===== config.mk =====
export PLATFORM = sky130hd
export DESIGN_NAME = grey_counter
export DESIGN_NICKNAME = d
export VERILOG_FILES = /design/src/rtl/grey_counter.sv
export SDC_FILE = /design/constraint.sdc
export NUM_CORES = 1
export LEC_CHECK = 0
export ABC_AREA = 1
export BUFFER_PORTS_ARGS = -buffer_cell sky130_fd_sc_hd__buf_2
export CAP_MARGIN = 30
export CORE_UTILIZATION = 47
export CTS_BUF_LIST = sky130_fd_sc_hd__clkbuf_16
export CTS_CLUSTER_SIZE = 25
export DETAILED_ROUTE_END_ITERATION = 6
export PLACE_DENSITY_LB_ADDON = 0.2
export SYNTH_ARGS = -nofsm -noshare
export SYNTH_HDL_FRONTEND = slang
export SYNTH_SLANG_ARGS = --single-unit

===== constraint.sdc =====
create_clock -name clock -period 1.7 [get_ports clock]
set_input_delay 0.17 -clock clock [delete_from_list [all_inputs] [get_ports clock]]
set_output_delay 0.17 -clock clock [all_outputs]
set_load 0.02 [all_outputs]

===== src/rtl/grey_counter.sv =====
// grey_counter: binary counter with a registered Grey-code mirror and a
// one-cycle wrap pulse. Load and synchronous reset are supported.
// Optional feature: define GREY_COUNTER_DECREMENT_EN to add a decrement
// port (up/down counting); without it the counter is up-only.
module grey_counter #(
  parameter int WIDTH = 8
) (
  input  logic             clock,
  input  logic             reset,
  input  logic             increment,
`ifdef GREY_COUNTER_DECREMENT_EN
  input  logic             decrement,
`endif
  input  logic             load_enable,
  input  logic [WIDTH-1:0] load_binary,
  output logic [WIDTH-1:0] count_binary,
  output logic [WIDTH-1:0] count_grey,
  output logic             wrapped
);

  localparam logic [WIDTH-1:0] ONE      = {{(WIDTH-1){1'b0}}, 1'b1};
  localparam logic [WIDTH-1:0] ALL_ONES = {WIDTH{1'b1}};
  localparam logic [WIDTH-1:0] ZERO     = {WIDTH{1'b0}};

  logic [WIDTH-1:0] next_binary;
  logic [WIDTH-1:0] next_grey;
  logic             next_wrapped;

  // Next-state selection: load beats counting; wrap only on a counting step.
  always_comb begin
    next_binary  = count_binary;
    next_wrapped = 1'b0;
    if (load_enable) begin
      next_binary = load_binary;
    end else begin
`ifdef GREY_COUNTER_DECREMENT_EN
      // Simultaneous up and down cancel out and hold the count.
      if (increment && !decrement) begin
        next_binary  = count_binary + ONE;
        next_wrapped = (count_binary == ALL_ONES);
      end else if (decrement && !increment) begin
        next_binary  = count_binary - ONE;
        next_wrapped = (count_binary == ZERO);
      end
`else
      if (increment) begin
        next_binary  = count_binary + ONE;
        next_wrapped = (count_binary == ALL_ONES);
      end
`endif
    end
    // Encoding before the register keeps count_grey a pure flop output.
    next_grey = next_binary ^ (next_binary >> 1);
  end

  // State register; reset overrides everything, discarding any pending step.
  always_ff @(posedge clock) begin
    if (reset) begin
      count_binary <= ZERO;
      count_grey   <= ZERO;
      wrapped      <= 1'b0;
    end else begin
      count_binary <= next_binary;
      count_grey   <= next_grey;
      wrapped      <= next_wrapped;
    end
  end

endmodule


* After elaboration in Yosys (flattened, before gate mapping)
Cells that the tools add are included.
Word-level totals: flip-flop bits (word level) 17, bits of input ports 12, output and inout bits 17, logic and storage cells 10
Cells by class: add/subtract/negate cells 1, eq/ne operators 1, mux-type cells 2, bitwise logic cells 2, reduce and logical (&&, ||, !) cells 1
Operators with widths (number):
- $mux 8 | 2
- $add 8x1->8 const B | 1
- $eq 8x8->1 const B | 1
- $xor 8x7->8 | 1
- $reduce_or 3->1 | 1
- $not 1->1 | 1

* Depth between registers and ports, before layout
word-level depth 4, mapped depth 11

* Worst setup path after synthesis
No wires, ideal clock.
kind reg2reg, from register count_binary[0], to register count_grey[6], setup time 0.109 ns, arrival time 1.335 ns, setup slack 0.256 ns, cell stages (with the launch flop) 11, path buffers 0, cell sequence dfxtp_1 ha_1 nand2_1 nor2_2 nand3_1 nand3_1 nand2_1 nand2_1 nand2_1 nand2_1 inv_1
Between the ends: cells in the longest elaborated chain, start to end 4
Ends and longest elaborated chain:
- start, declared | line 16 | output logic [WIDTH-1:0] count_binary,
- start signal, assigned | line 63 | count_binary <= next_binary;
- $add 8x1->8 | line 47 | next_binary = count_binary + ONE;
- $mux 8 | line 46 | if (increment) begin
- $mux 8 | line 33 | if (load_enable) begin
- $xor 8x7->8 | line 53 | next_grey = next_binary ^ (next_binary >> 1);
- end signal, assigned | line 64 | count_grey <= next_grey;
- end, declared | line 17 | output logic [WIDTH-1:0] count_grey,
No other way between the ends. A chain may end at the register's enable or synchronous reset.

* Worst setup path in the final report
Same ends and word-level chain as after synthesis.

==> run metrics <==
violated checks design-rule violations; Register-to-Register Path Depth 10; WP data required 1.85 ns; cts hold-fix bufs 0; Least-Margin Pin Slew 0.281 ns; outcome finished, violations left; fin cells 169; M1 GR Usage 24.4%; CTS Buf Count 3; RePlAce Congestion 0.806; final core utilization 65.6%; Max-Cap Viols 0; crit-path max FO 4; CTS root buf clkbuf_16; hold_ws 0.141 ns; die outline width 43.8 um; crit path kind flop to flop; Slew headroom 81.1%; aggregate global routing overflow 0; via count 822; PortBufs 28; Core Box Area 1580 um^2; sequential fraction of the synthesis area 39.0%; postcts setup bufs 0; DRC 1; grt peak-use layer met2; flop2flop setup slack 0.24 ns; Cell Pwr Density 1040 nW/um^2; clk_skew 0.00171 ns; CP startpoint count_binary[0]; Synth Warn # 0; full die area 1920 um^2; Worst EP arrival 1.61 ns; deepest clock path buffer count 2; largest net degree at the start of global routing 14; cell taking the most area after synthesis dfxtp_1; CTS tree built; Mapped Nets 137; Crit. End Element flop; Tot GR Track Use 20.9%; Leak 0.584 nW; period utilisation layout 86.1%; clock latency on the worst-skew pair 0.25 ns; Setup crit start kind flop; unrepaired setup endpoints after global routing no; maximum vdd ir drop 0.729 mV; synthesis-to-layout area growth 25.9%; Post-CTS Resized 0; die height 43.8 um; Avg Cell Area, Syn 6.62 um^2; Layout fillers 144; Pins Over Slew Limit 0; clk sink count 16; average wire per standard cell 9.95 um; final WL 1680 um; drt via density 4.86; FMAX 683 MHz; post-layout minimum cycle time 1.46 ns; row count 14; H-Tree Depth 1; worst min path class input port to flop; Area contributors post-synth dfxtp_1 39%, nand2_1 19%, inv_1 7.8%; # setup viols final 0; vias in the first global route 759; post-synthesis cell count 124; first-pass GRT wire length 2990 um; Fin. Hold Viols 0; effective utilization at floorplan 52.1%; r2r endpoint count_grey[6]; critical path endpoint count_grey[6]; Reg clk slew, reported paths 0.05 ns; reg2reg start count_binary[0]; Synth top area share 39.0%; Post-DRT Antenna Nets 0; Post-Syn Area 821 um^2; I/O pin total 29; placed wire-length estimate 1250 um; DRT Pass-1 Iters 7; DRT iter0 DRCs 19; met2 GRT Util 35.5%; placed cell count 165; register bit count reported by yosys 16; setup TNS 0 ns; count of cell types in the netlist 23; initial antenna violation count 0; share of layout cells above drive strength 1 26.1%; nets@finish 167; diode count 0; M3 GR Usage 4.17%
-- worst max-delay path, stage by stage (launching register included) --
cell and delay, ns:
dfxtp_1 0.39, ha_1 0.19, nand2_1 0.10, nor2_2 0.14, nand3_1 0.12, nand3_1 0.11, nand2_1 0.08, nand2_1 0.09
nand2_1 0.06, nand2_1 0.05, inv_1 0.03
-- layout make-up --
cell class,count,area (um^2),area share (%)
multi-input cells,85,399,38.6
flip-flops and latches,16,320,31.0
repair buffers,28,140,13.6
clock buffers,3,75.1,7.26
inverters,20,75.1,7.26
well taps,16,20.0,1.94
clock inverters,1,3.75,0.363
-- routing by layer --
metal	routed length (um)	vias to the layer above
li1	-	440
met1	767	357
met2	802	20
met3	76	5
met4	35	0
met5	0	-
-- how the worst min path moves through the flow --
| stage | end | slack (ns) | cells after the start | start |
|---|---|---|---|---|
| 3_5_place_dp | count_binary[5] | 0.40 | 2 | reset |
| 4_1_cts | count_binary[5] | 0.14 | 2 | reset |
| 3_3_place_gp | count_binary[5] | 0.40 | 2 | reset |
| 2_1_floorplan | count_binary[5] | 0.24 | 1 | reset |
| 6_report | count_binary[5] | 0.14 | 2 | reset |
| 5_1_grt | count_binary[5] | 0.15 | 2 | reset |
-- through the flow --
stage                     power, mW  setup WS (ns)  cell area, um^2
after floorplan               0.568          0.256              821
after global placement        0.623          0.341              955
after CTS                      1.09          0.223             1030
after detailed placement      0.626          0.304              955
final                          1.08          0.236             1030
after global routing           1.12         0.0558             1030
-- placed cells by master, fill, tap and decap left out, types with 2 or more instances in the layout --
| master | n |
|---|---|
| nand2_2 | 2 |
| buf_2 | 28 |
| o21ai_1 | 6 |
| nand3_1 | 10 |
| nand2_1 | 42 |
| inv_2 | 2 |
| clkbuf_16 | 3 |
| a21oi_1 | 2 |
| inv_1 | 17 |
| nor2_1 | 10 |
| nor2_2 | 3 |
| dfxtp_1 | 16 |
| clkinv_1 | 2 |
-- cells in the mapped netlist (all sizes together) --
library cell and n:
dfxtp 16, a21oi 3, inv 19, or2 3, clkinv 1, nor4 1, xor2 1, nand2 44
buf 3, ha 1, o21ai 6, xnor2 1, nor2 13, mux2i 1, nand3 10, nand4 1
-- report_power, final --
group          leakage [nW]  switching [mW]  internal [mW]
Sequential            0.133          0.0173          0.407
Clock                0.0385           0.145          0.312
Combinational         0.412           0.126         0.0687
-- flip-flops by register name (all words and copies together) (netlist names) --
register / cells
count_binary: 8
count_grey: 7
wrapped: 1
-- logic make-up after synthesis --
family,Yosys count,share of synthesized area (%)
simple gates,72,37.8
buf+inv,23,12.3
flops,16,39.0
compound gates,9,5.95
xor+xnor,2,2.13
mux,1,1.22
fa+ha+maj,1,1.52
Power figures use the tool's default switching activity.
